### src/rtl/frame_tx_11011_pkg.sv
// ============================================================================
// frame_tx_pkg : shared types and constants for the frame_tx_11011 transmitter
// Rev 1.0 - initial release
// ============================================================================
`timescale 1ns/1ps
`default_nettype none

package frame_tx_pkg;

  typedef enum logic [2:0] {
    IDLE   = 3'd0,
    SYNC   = 3'd1,
    DATA   = 3'd2,
    STUFF  = 3'd3,
    PARITY = 3'd4
  } state_t;

  localparam logic [4:0] SYNC_WORD     = 5'b11011;
  localparam int         SYNC_LEN      = 5;
  localparam logic [3:0] STUFF_TRIGGER = 4'b1101;
  localparam logic       STUFF_BIT     = 1'b0;

  // Sync bits go out MSB first; idx counts transmitted sync bits from 0.
  function automatic logic sync_bit(input logic [2:0] idx);
    return SYNC_WORD[3'(SYNC_LEN - 1) - idx];
  endfunction

endpackage

`default_nettype wire

### src/rtl/frame_tx_11011_if.sv
// ============================================================================
// frame_tx_11011_if : word handshake and serial line bundle
// Rev 1.0 - initial release
// ============================================================================
`timescale 1ns/1ps
`default_nettype none

interface frame_tx_11011_if #(
  parameter int DATA_W = 8
);
  logic [DATA_W-1:0] data_in;
  logic              valid;
  logic              ready;
  logic              tx_bit;
  logic              tx_en;
  logic              busy;
  logic              frame_done;

  modport master (
    output data_in, valid,
    input  ready, tx_bit, tx_en, busy, frame_done
  );

  modport slave (
    input  data_in, valid,
    output ready, tx_bit, tx_en, busy, frame_done
  );
endinterface

`default_nettype wire

### src/rtl/frame_tx_11011_stuff_tracker.sv
// ============================================================================
// frame_tx_stuff_tracker : history of the last four payload/stuff bits
// Rev 1.0 - initial release
// ============================================================================
`timescale 1ns/1ps
`default_nettype none

module frame_tx_stuff_tracker
  import frame_tx_pkg::*;
(
  input  logic clk,
  input  logic rst_n,
  input  logic clear,
  input  logic shift_en,
  input  logic bit_in,
  output logic stuff_req
);

  logic [3:0] hist;

  always_ff @(posedge clk) begin
    if (!rst_n || clear) begin
      hist <= 4'b0000;
    end else if (shift_en) begin
      hist <= {hist[2:0], bit_in};
    end
  end

  // One more '1' after 1101 would reproduce the sync word.
  assign stuff_req = (hist == STUFF_TRIGGER);

endmodule

`default_nettype wire

### src/rtl/frame_tx_11011.sv
// ============================================================================
// frame_tx_11011 : bit-stuffed serial frame transmitter (sync 11011 + payload)
// Optional even parity bit when FRAME_TX_PARITY_EN is defined.
// Rev 1.0 - initial release
// ============================================================================
`timescale 1ns/1ps
`default_nettype none

module frame_tx_11011
  import frame_tx_pkg::*;
#(
  parameter int DATA_W = 8
) (
  input  logic               clk,
  input  logic               rst_n,
  frame_tx_11011_if.slave    bus
);

  localparam int CNT_W = $clog2(DATA_W + 1);

  state_t              state, state_nxt;
  logic [DATA_W-1:0]   sr, sr_nxt;
  logic [CNT_W-1:0]    cnt, cnt_nxt;
  logic [2:0]          sync_idx, sync_idx_nxt;
  logic                tx_bit_q, tx_bit_nxt;
  logic                tx_en_q, tx_en_nxt;
  logic                frame_done_q, frame_done_nxt;
  logic                ready_q, busy_q;
  logic                hist_clear, hist_shift, hist_bit, stuff_req;
  logic                payload_step;
`ifdef FRAME_TX_PARITY_EN
  logic                par, par_nxt;
`endif

  frame_tx_stuff_tracker u_stuff (
    .clk       (clk),
    .rst_n     (rst_n),
    .clear     (hist_clear),
    .shift_en  (hist_shift),
    .bit_in    (hist_bit),
    .stuff_req (stuff_req)
  );

  always_ff @(posedge clk) begin
    if (!rst_n) begin
      state        <= IDLE;
      sr           <= '0;
      cnt          <= '0;
      sync_idx     <= '0;
      tx_bit_q     <= 1'b0;
      tx_en_q      <= 1'b0;
      frame_done_q <= 1'b0;
      ready_q      <= 1'b1;
      busy_q       <= 1'b0;
`ifdef FRAME_TX_PARITY_EN
      par          <= 1'b0;
`endif
    end else begin
      state        <= state_nxt;
      sr           <= sr_nxt;
      cnt          <= cnt_nxt;
      sync_idx     <= sync_idx_nxt;
      tx_bit_q     <= tx_bit_nxt;
      tx_en_q      <= tx_en_nxt;
      frame_done_q <= frame_done_nxt;
      ready_q      <= (state_nxt == IDLE);
      busy_q       <= (state_nxt != IDLE);
`ifdef FRAME_TX_PARITY_EN
      par          <= par_nxt;
`endif
    end
  end

  // state names the bit currently on the line; this block picks the next one.
  always_comb begin
    state_nxt      = state;
    sr_nxt         = sr;
    cnt_nxt        = cnt;
    sync_idx_nxt   = sync_idx;
    tx_bit_nxt     = 1'b0;
    tx_en_nxt      = 1'b0;
    frame_done_nxt = 1'b0;
    hist_clear     = 1'b0;
    hist_shift     = 1'b0;
    hist_bit       = 1'b0;
    payload_step   = 1'b0;
`ifdef FRAME_TX_PARITY_EN
    par_nxt        = par;
`endif

    case (state)
      IDLE: begin
        if (bus.valid) begin
          state_nxt    = SYNC;
          sr_nxt       = bus.data_in;
          cnt_nxt      = CNT_W'(DATA_W);
          sync_idx_nxt = 3'd0;
          hist_clear   = 1'b1;
          tx_bit_nxt   = sync_bit(3'd0);
          tx_en_nxt    = 1'b1;
`ifdef FRAME_TX_PARITY_EN
          par_nxt      = ^bus.data_in;
`endif
        end
      end
      SYNC: begin
        if (sync_idx != 3'(SYNC_LEN - 1)) begin
          sync_idx_nxt = sync_idx + 3'd1;
          tx_bit_nxt   = sync_bit(sync_idx + 3'd1);
          tx_en_nxt    = 1'b1;
        end else begin
          payload_step = 1'b1;
        end
      end
      DATA, STUFF: payload_step = 1'b1;
`ifdef FRAME_TX_PARITY_EN
      PARITY: begin
        state_nxt      = IDLE;
        frame_done_nxt = 1'b1;
      end
`endif
      default: state_nxt = IDLE;
    endcase

    if (payload_step) begin
      tx_en_nxt = 1'b1;
      if (cnt != '0) begin
        hist_shift = 1'b1;
        if (stuff_req) begin
          state_nxt  = STUFF;
          tx_bit_nxt = STUFF_BIT;
          hist_bit   = STUFF_BIT;
        end else begin
          state_nxt  = DATA;
          tx_bit_nxt = sr[DATA_W-1];
          hist_bit   = sr[DATA_W-1];
          sr_nxt     = {sr[DATA_W-2:0], 1'b0};
          cnt_nxt    = cnt - 1'b1;
        end
      end else begin
`ifdef FRAME_TX_PARITY_EN
        // The parity bit is guarded by the same stuff check as a data bit.
        hist_shift = 1'b1;
        if (stuff_req) begin
          state_nxt  = STUFF;
          tx_bit_nxt = STUFF_BIT;
          hist_bit   = STUFF_BIT;
        end else begin
          state_nxt  = PARITY;
          tx_bit_nxt = par;
          hist_bit   = par;
        end
`else
        tx_en_nxt      = 1'b0;
        state_nxt      = IDLE;
        frame_done_nxt = 1'b1;
`endif
      end
    end
  end

  assign bus.tx_bit     = tx_bit_q;
  assign bus.tx_en      = tx_en_q;
  assign bus.frame_done = frame_done_q;
  assign bus.ready      = ready_q;
  assign bus.busy       = busy_q;

endmodule

`default_nettype wire
### src/flat_wrapper.sv
// flat-port wrapper written by rule: the top's interface ports become plain ports
module frame_tx_11011_flat import frame_tx_pkg::*;
#(
  parameter int DATA_W = 8
)
  (clk, rst_n, bus_data_in, bus_valid, bus_ready, bus_tx_bit, bus_tx_en, bus_busy, bus_frame_done);
  frame_tx_11011_if #(.DATA_W(DATA_W)) bus_i ();
  input  logic clk;
  input  logic rst_n;
  input wire logic [$bits(bus_i.data_in)-1:0] bus_data_in;
  input wire logic [$bits(bus_i.valid)-1:0] bus_valid;
  output wire logic [$bits(bus_i.ready)-1:0] bus_ready;
  output wire logic [$bits(bus_i.tx_bit)-1:0] bus_tx_bit;
  output wire logic [$bits(bus_i.tx_en)-1:0] bus_tx_en;
  output wire logic [$bits(bus_i.busy)-1:0] bus_busy;
  output wire logic [$bits(bus_i.frame_done)-1:0] bus_frame_done;
  assign bus_i.data_in = bus_data_in;
  assign bus_i.valid = bus_valid;
  assign bus_ready = bus_i.ready;
  assign bus_tx_bit = bus_i.tx_bit;
  assign bus_tx_en = bus_i.tx_en;
  assign bus_busy = bus_i.busy;
  assign bus_frame_done = bus_i.frame_done;
  frame_tx_11011 #(.DATA_W(DATA_W)) u_core (.clk(clk), .rst_n(rst_n), .bus(bus_i));
endmodule
### config.mk
export PLATFORM = sky130hd
export DESIGN_NAME = frame_tx_11011_flat
export DESIGN_NICKNAME = d
export VERILOG_FILES = /design/src/rtl/frame_tx_11011_pkg.sv /design/src/rtl/frame_tx_11011_if.sv /design/src/rtl/frame_tx_11011_stuff_tracker.sv /design/src/rtl/frame_tx_11011.sv /design/src/flat_wrapper.sv
export SDC_FILE = /design/constraint.sdc
export NUM_CORES = 1
export LEC_CHECK = 0
export CAP_MARGIN = 15
export CORE_ASPECT_RATIO = 1.4
export CORE_MARGIN = 2
export CORE_UTILIZATION = 57
export DETAILED_ROUTE_END_ITERATION = 6
export PLACE_DENSITY = 0.92
export REMOVE_ABC_BUFFERS = 1
export SLEW_MARGIN = 20
export SYNTH_ARGS = -nofsm -noshare
export SYNTH_HDL_FRONTEND = slang
export SYNTH_SLANG_ARGS = --single-unit
### constraint.sdc
create_clock -name clk -period 2.6 [get_ports clk]
set_input_delay 0.52 -clock clk [delete_from_list [all_inputs] [get_ports clk]]
set_output_delay 0.52 -clock clk [all_outputs]
set_load 0.01 [all_outputs]
== After elaboration in Yosys (flattened, before gate mapping) ==
Memories as Yosys holds them, arrays and structs flattened.
Index checks and enable logic that the tools add are counted.

* Add/subtract/negate cells: 3
* Order comparisons: 1
* Eq/ne operators: 7
* Mux-type cells: 36
* Reduce and logical (&&, ||, !) cells: 11

{| class="wikitable"
|+ Operators with widths
! kind !! number
|-
| $mux 8 || 5
|-
| $mux 4 || 5
|-
| $mux 1 || 16
|-
| $mux 3 || 4
|-
| $pmux 3 s2 || 2
|-
| $eq 3x2->1 const B || 2
|-
| $logic_not 3->1 || 2
|-
| $pmux 1 s2 || 3
|-
| $eq 4x4->1 const B || 1
|-
| $lt 3x4->1 const B || 1
|-
| $reduce_bool 4->1 || 1
|-
| $sub 4x1->4 const B || 1
|-
| $add 3x1->3 const B || 1
|-
| $eq 3x1->1 const B || 1
|-
| $ne 3x3->1 const B || 1
|-
| $reduce_and 3->1 || 1
|-
| $reduce_bool 3->1 || 1
|-
| $reduce_or 3->1 || 1
|-
| $sub 3x3->3 const A || 1
|-
| $mux 2 || 1
|-
| $ne 2x1->1 const B || 1
|-
| $ne 2x2->1 const B || 1
|-
| $reduce_and 2->1 || 1
|-
| $reduce_bool 2->1 || 1
|-
| other kinds (3) || 3
|}

* Bits in registers: 27
* ROM bits: 8
* Output and inout port bits: 5
* Word-level logic and storage cells: 69
* Memories: 1

{| class="wikitable"
|+ Memories
! name !! words !! width !! rd ports !! clocked after Yosys merged registers in !! write ports !! RTL line !! source
|-
| (no name shown) || 8 || 1 || 1 || 0 || 0 || frame_tx_11011_pkg.sv:25 || <nowiki>return SYNC_WORD[3'(SYNC_LEN - 1) - idx];</nowiki>
|}

== Depth between registers and ports, before layout ==
Gate-level depths: netlist of the first run.

* Depth in word-level cells: 8
* Depth in mapped cells: 7
* Mapped depth without buffers: 6

== Hierarchy ==
From an unflattened synthesis of the first run, not the netlist that was laid out.

* Cells, all modules: 132
* Area total of the unflattened synthesis: 1169.9 µm²

{| class="wikitable"
|+ Modules (own cells, without submodules)
! module !! instances !! cells each !! area an instance (µm²) !! sequential area each (µm²)
|-
| frame_tx_11011 || 1 || 117 || 1013.5 || 460.4
|-
| frame_tx_stuff_tracker || 1 || 15 || 156.4 || 80.1
|}

== Least setup slack after synthesis of the first run ==
No wires, ideal clock.

* Path kind: reg-to-reg
* Start point: reg u_core.cnt[0]
* End point: reg u_core.sr[6]
* Library setup time: 0.091 ns
* Arrival: 1.450 ns
* Slack: 1.059 ns
* Cell stages (with the launch flop): 8
* Buffers on the path: 1
* Period minus slack after synthesis: 1.541 ns
* Cells stage by stage: dfxtp_1 > inv_1 > ha_1 > or3b_1 > nand4_2 > buf_4 > nor2_1 > a311oi_1

* Cells in the longest elaborated chain, start to end: 3

{| class="wikitable"
|+ Ends and longest elaborated chain
! item !! RTL line !! source
|-
| from (decl) || frame_tx_11011.sv:23 || <nowiki>logic [CNT_W-1:0] cnt, cnt_nxt;</nowiki>
|-
| from (signal assigned) || frame_tx_11011.sv:61 || <nowiki>cnt <= cnt_nxt;</nowiki>
|-
| $reduce_bool 4->1 || frame_tx_11011.sv:127 || <nowiki>if (cnt != '0) begin</nowiki>
|-
| $mux 8 || frame_tx_11011.sv:127 ||
|-
| $mux 8 || frame_tx_11011.sv:125 || <nowiki>if (payload_step) begin</nowiki>
|-
| to (signal assigned) || frame_tx_11011.sv:60 || <nowiki>sr <= sr_nxt;</nowiki>
|-
| to (decl) || frame_tx_11011.sv:22 || <nowiki>logic [DATA_W-1:0] sr, sr_nxt;</nowiki>
|}

No other way between the ends.
A chain may end at the register's enable or synchronous reset.

== Final worst setup path of the first run ==
* Start point: reg u_core.cnt[0]
* End point: reg u_core.cnt[3]

* Cells in the longest elaborated chain, start to end: 4
* Elaborated cells between the ends (all ways): 5
* Those cells by class: add/sub (1); mux (3); reduce/logical (1)

{| class="wikitable"
|+ Ends and longest elaborated chain
! item !! RTL line !! source
|-
| $sub 4x1->4 || frame_tx_11011.sv:138 || <nowiki>cnt_nxt = cnt - 1'b1;</nowiki>
|-
| $mux 4 || frame_tx_11011.sv:129 || <nowiki>if (stuff_req) begin</nowiki>
|-
| $mux 4 * || frame_tx_11011.sv:127 ||
|-
| $mux 4 * || frame_tx_11011.sv:125 ||
|}

Mark *: on every way between the ends. The rest lies on a longest branch, timed or not.

==> results of run 1 <==
-- critical path: stages, from the launching register on --
cell,delay (ns)
dfxtp_1,0.38
inv_1,0.08
ha_1,0.21
nor3b_2,0.19
nor4_4,0.42
a211oi_1,0.13
a311oi_1,0.25
-- sequential cells by signal, summed over array words and instances (netlist names) --
| name | cells |
|---|---|
| u_core.u_stuff.hist | 4 |
| u_core.sync_idx | 3 |
| u_core.cnt | 4 |
| u_core.sr | 8 |
| u_core.bus.tx_bit | 1 |
| u_core.state | 3 |
| u_core.bus.tx_en | 1 |
| u_core.bus.frame_done | 1 |
| u_core.bus.ready | 1 |
| u_core.bus.busy | 1 |
-- worst max-delay path by stage --
stage	cells after the start	endpoint	startpoint
2_1_floorplan	6	u_core.cnt[3]$_SDFF_PN0_	u_core.cnt[0]$_SDFF_PN0_
3_3_place_gp	5	u_core.sync_idx[2]$_SDFFE_PN0P_	bus_valid
3_5_place_dp	5	u_core.sync_idx[2]$_SDFFE_PN0P_	bus_valid
4_1_cts	6	u_core.cnt[3]$_SDFF_PN0_	u_core.cnt[0]$_SDFF_PN0_
5_1_grt	6	u_core.cnt[3]$_SDFF_PN0_	u_core.cnt[0]$_SDFF_PN0_
6_report	6	u_core.cnt[3]$_SDFF_PN0_	u_core.cnt[0]$_SDFF_PN0_
-- routing by layer --
metal	part of all wire	routed length (um)	global-route usage	vias to the layer above
met2	0.51	1146	0.3766	26
li1	-	-	-	494
met1	0.43	960	0.2242	455
met5	0	0	0	-
met3	0.035	78	0.02454	8
met4	0.032	73	0.1071	0
-- power groups by stage --
stage	clock [mW]	sequential [mW]	combinational, mW
after CTS	0.190	0.437	0.0706
after detailed placement	0	0.446	0.0703
after global routing	0.207	0.438	0.0788
final	0.185	0.436	0.0703
after floorplan	0	0.445	0.0364
after global placement	0	0.445	0.0682
-- cell usage after synthesis --
library cell  instances
a211oi_1              2
a21bo_2               1
a21oi_1               6
a311oi_1              8
a31o_1                1
a31o_2                1
a31oi_1               1
and4b_1               1
buf_2                 2
buf_4                 1
clkbuf_1              1
clkinv_1              1
conb_1                1
dfxtp_1              27
ha_1                  5
inv_1                 6
inv_2                 1
mux2_2                1
mux2i_1               5
nand2_1              16
nand2_2               1
nand2b_1              3
nand3_1               4
nand4_1               1
nand4_2               1
nand4b_1              1
nor2_1               15
nor3_1                2
nor3_2                1
nor3b_2               1
nor4_1                2
nor4_4                1
nor4b_2               1
o21ai_1               2
o21ai_2               1
or2_1                 2
or2_2                 1
or3b_1                1
or4b_4                1
-- cell type report --
cell class,instances,area (um^2)
Timing Repair Buffer,16,157.7
Fill cell,155,571.8
Sequential cell,27,540.5
Inverter,8,30.03
Multi-Input combinational cell,91,616.8
Clock inverter,1,7.507
Clock buffer,3,22.52
Tap cell,21,26.28
-- cells by family after synthesis --
family,after synthesis,share of synthesized area
other,1,0.003103
flip-flops,27,0.4472
buffers and inverters,12,0.04244
adder cells (fa/ha/maj),5,0.05176
AND/OR/NAND/NOR,56,0.2660
AO/OA/AOI/OAI,23,0.1387
multiplexers,6,0.05073
==> impl_metrics.csv, run 1 <==
group,metric,value,unit
global_route,grt_antenna_before_repair,0,
sta,rsz0062_at_grt,"no",
detailed_routing,route.detailed.drc,0,
pwr,finalPower,0.6915,mW
placement,dpl.hpwl,1675,um
detailed_routing,drtAntennaViolNets,0,
setup_path,ff2ff_setup_slack,0.84,ns
logic_synthesis,netlist_area,0.001209,mm^2
die,io_pins,16,
cells_and_area,final_area,0.001401,mm^2
sta,tns,0,ns
setup_path,worstSetupPathType,"reg -> reg",
sta,fin_skew,0.007628,ns
sta,period_needed,1.755,ns
cells_and_area,utilization,0.7102,
pwr,p_per_area,493.4,mW/mm^2
clock_tree,clk_path_buf_depth,2,
clock_tree,clk_pin_slew,0.15,ns
worst_hold_path,hp-class,"reg -> reg",
sta,finalHoldViolCount,0,
sta,worst_slack,0.8450,ns
detailed_routing,vias,983,
clock_tree,cts_buffers,3,
global_route,grt_pass1_vias,973,
clock_tree,cts_tree,"yes",
setup_path,r2r-start,"u_core.cnt[0]$_SDFF_PN0_",
placement,placedInstanceArea,0.001371,mm^2
pwr,ir_drop,0.4003,mV
pwr,pwr-share-clk,0.267,
logic_synthesis,synth_cells,130,
logic_synthesis,post_synth.cell_area_avg,9.297,um^2
global_route,gr-total-overflow,0,
detailed_routing,drt_iter0_markers,22,
detailed_routing,routedWlPerCell,13.52,um
pwr,pwr-share-comb,0.102,
sta,slew-limit-headroom,0.6530,
logic_synthesis,seq_area_frac_synth,0.4472,
detailed_routing,first_pass_iters,4,
setup_path,reg2reg_to,"u_core.cnt[3]$_SDFF_PN0_",
clock_tree,cts_resized,0,
clock_tree,ctsHoldBuffers,0,
sta,setup_viol,0,
clock_tree,clockRootBuffer,"clkbuf_4",
global_route,grt_pass1_wl,3981,um
logic_synthesis,yosys-top-cells-area,"dfxtp_1, a311oi_1, ha_1",
outcome,status,"finished clean",
clock_tree,clk_latency,0.33,ns
cells_and_area,nets,163,
job,maxCapViolations,0,
logic_synthesis,ys_ff_latch,27,
die,die-area,0.002510,mm^2
clock_tree,post_cts_buffers,0,
placement,dp.cells,163,
cells_and_area,final_cell_mix,"dfxtp_1, nand2_1, nor2_1, clkdlybuf4s50_1, a311oi_1",
logic_synthesis,synth_top_cell_by_area,"dfxtp_1",
placement,port_buffers,15,
sta,worst_slew_pin_slew,0.5181,ns
setup_path,end_kind,"flip-flop",
die,rows,19,
clock_tree,h-tree-depth,1,
global_route,grt_max_degree,19,
pwr,netSwitchingFraction,0.2443,
pwr,p_seq_frac,0.631,
cells_and_area,stdcell_count,167,
cells_and_area,layout-drive-gt1-share,0.1233,
logic_synthesis,synth.top_cell.area_share,0.4472,
logic_synthesis,ys_types,39,
die,die_h,58.49,um
sta,fmax,569.8,MHz
pwr,p_leak,0.5166,nW
setup_path,critPathMaxFanout,6,
worst_hold_path,hold_path_end,"u_core.sr[2]$_SDFF_PN0_",
cells_and_area,antenna_cells,0,
die,initial_core_util,0.6126,
setup_path,reg2reg_depth,6,
detailed_routing,viasPerCell,5.886,
sta,slew_violations,0,
logic_synthesis,yosysWarnings,0,
die,core_area,0.001973,mm^2
placement,place_congestion,0.7530,
worst_hold_path,hp-start,"u_core.sr[2]$_SDFF_PN0_",
placement,pre_cts_ws,0.4786,ns
sta,final.period_utilization,0.6750,
setup_path,worstPathRequired,2.84,ns
detailed_routing,routed_wl,2258,um
die,dieWidth,42.92,um
setup_path,arrival,1.99,ns
pwr,intPower,0.5225,mW
setup_path,critPathLaunchType,"flip-flop",
clock_tree,cts_sinks,27,
global_route,track_usage,0.2045,
cells_and_area,area_growth,15.94,%
worst_hold_path,holdPathStages,2,
cells_and_area,layout_commonest_cell,"dfxtp_1",
pwr,p_sw,0.1689,mW
sta,fin_hold_ws,0.4968,ns
Power figures use the tool's default switching activity.
==> run 2: changes to the inputs <==
Settings changed: CORE_UTILIZATION 57 to 53, PLACE_DENSITY 0.92 to 0.87.
Clock period 2.6 ns to 1.7 ns, I/O delays scaled along.
==> impl_metrics.csv, run 2 (synthesis results as in run 1) <==
group,metric,value,unit
cells_and_area,top_regs,"u_core.sr: 8 flops, u_core.cnt: 4 flops, u_core.u_stuff.hist: 4 flops",
die,core_area,0.002177,mm^2
clock_tree,clk_latency,0.33,ns
global_route,track_usage,0.2157,
pwr,ir_drop,0.4623,mV
sta,final.period_utilization,0.9732,
clock_tree,cts_buffers,3,
pwr,intPower,0.8170,mW
setup_path,worstPathRequired,1.93,ns
detailed_routing,drtAntennaViolNets,0,
detailed_routing,route.detailed.drc,0,
sta,setup_viol,0,
sta,period_needed,1.654,ns
setup_path,critPathLaunchType,"flip-flop",
clock_tree,clockRootBuffer,"clkbuf_4",
detailed_routing,vias,1090,
worst_hold_path,hold_path_end,"u_core.sr[2]$_SDFF_PN0_",
clock_tree,cts_tree,"yes",
pwr,p_sw,0.2652,mW
pwr,p_per_area,689.7,mW/mm^2
pwr,p_seq_frac,0.615,
clock_tree,h-tree-depth,1,
worst_hold_path,hp-start,"u_core.sr[2]$_SDFF_PN0_",
placement,place_congestion,0.7862,
outcome,status,"finished clean",
detailed_routing,drt_iter0_markers,56,
die,die-area,0.002684,mm^2
detailed_routing,routed_wl,2926,um
setup_path,worstSetupPathType,"reg -> reg",
global_route,grt_antenna_before_repair,0,
clock_tree,cts_sinks,27,
global_route,grt_max_degree,19,
pwr,finalPower,1.082,mW
worst_hold_path,holdPathStages,2,
setup_path,reg2reg_to,"u_core.sr[5]$_SDFF_PN0_",
detailed_routing,routedWlPerCell,15.82,um
cells_and_area,final_cell_mix,"dfxtp_1, nand2_1, buf_4",
job,maxCapViolations,0,
sta,fmax,604.4,MHz
cells_and_area,nets,180,
global_route,grt_pass1_vias,993,
pwr,pwr-share-clk,0.260,
pwr,p_leak,0.6099,nW
placement,port_buffers,15,
setup_path,ff2ff_setup_slack,0.05,ns
die,die_h,60.51,um
detailed_routing,first_pass_iters,4,
cells_and_area,utilization,0.7207,
pwr,netSwitchingFraction,0.2451,
global_route,grt_pass1_wl,4167,um
setup_path,arrival,1.89,ns
cells_and_area,antenna_cells,0,
cells_and_area,regMostFlops,"u_core.sr",
worst_hold_path,hp-class,"reg -> reg",
cells_and_area,area_growth,29.81,%
sta,fin_skew,0.006031,ns
global_route,gr-total-overflow,0,
setup_path,critPathMaxFanout,7,
die,rows,20,
setup_path,reg2reg_depth,7,
die,dieWidth,44.36,um
setup_path,r2r-start,"u_core.cnt[0]$_SDFF_PN0_",
sta,slew_violations,0,
setup_path,end_kind,"flip-flop",
clock_tree,clk_pin_slew,0.14,ns
sta,finalHoldViolCount,0,
cells_and_area,largest_reg_flops,8,
cells_and_area,layout_commonest_cell,"dfxtp_1",
detailed_routing,viasPerCell,5.892,
die,initial_core_util,0.5552,
cells_and_area,layout-drive-gt1-share,0.2454,
die,io_pins,16,
clock_tree,clk_path_buf_depth,2,
placement,dpl.hpwl,1953,um
pwr,pwr-share-comb,0.124,
[run 2: changes by cell type in the layout (fill, tap and decap cells not counted), sizes merged]
cell	delta
clkbuf	+2
buf	+16
clkinvlp	-1
[run 2: layout make-up]
class	count	area, um^2
clock buffer	4	26.28
fill	143	608.1
inverter	8	30.03
multi-input combinational	91	653.1
sequential	27	543.0
tap	22	27.53
timing repair buffer	33	289.0
[run 2: repair_timing]
item / CTS / global route
buffers inserted: 0 / 7
pin swaps: 1 / 6
setup endpoints to repair: 7 / 11
hold buffers: 0 / 0
gates resized for setup: 1 / 10
[run 2: worst max-delay path by stage]
stage	start	to	slack (ns)	depth (start not counted)
6_report	u_core.cnt[0]$_SDFF_PN0_	u_core.sr[5]$_SDFF_PN0_	0.05	7
5_1_grt	u_core.sync_idx[1]$_SDFFE_PN0P_	u_core.cnt[1]$_SDFF_PN0_	-0.02	8
4_1_cts	u_core.cnt[0]$_SDFF_PN0_	u_core.sr[7]$_SDFF_PN0_	0.01	6
3_5_place_dp	bus_valid	u_core.sr[7]$_SDFF_PN0_	-0.12	5
3_3_place_gp	bus_valid	u_core.sync_idx[2]$_SDFFE_PN0P_	-0.10	5
2_1_floorplan	u_core.cnt[0]$_SDFF_PN0_	u_core.cnt[3]$_SDFF_PN0_	0.15	6
[run 2: stage by stage]
stage	cell area, um^2	instances	worst slack [ns]	setup TNS [ns]	hold slack, ns
floorplan	1187	126	0.1523	0	0.4531
global placement	1448	174	-0.1006	-1.075	0.4683
detailed placement	1448	174	-0.1206	-1.165	0.4774
CTS	1483	178	0.01006	0	0.4972
global route	1569	185	-0.01975	-0.05537	0.5058
finish	1569	185	0.04552	0	0.4947
[run 2: worst max-delay path: stages (launching register included)]
cell	delay, ns
dfxtp_2	0.36
inv_1	0.09
ha_1	0.18
or3b_4	0.41
nand4_4	0.11
clkbuf_4	0.20
buf_4	0.13
a311oi_2	0.07
[run 2: power groups by stage]
stage,Clock (mW),Combinational (mW),Sequential (mW)
after floorplan,0,0.0557,0.681
after global placement,0,0.121,0.677
after detailed placement,0,0.125,0.679
after CTS,0.285,0.127,0.665
after global routing,0.310,0.145,0.668
final,0.282,0.135,0.666
[run 2: routing by layer]
layer / up-vias / wire [um] / track usage
li1: 524 / - / -
met1: 509 / 1193 / 0.2468
met2: 47 / 1501 / 0.3697
met3: 10 / 154 / 0.02976
met4: 0 / 77 / 0.1429
met5: - / 0 / 0
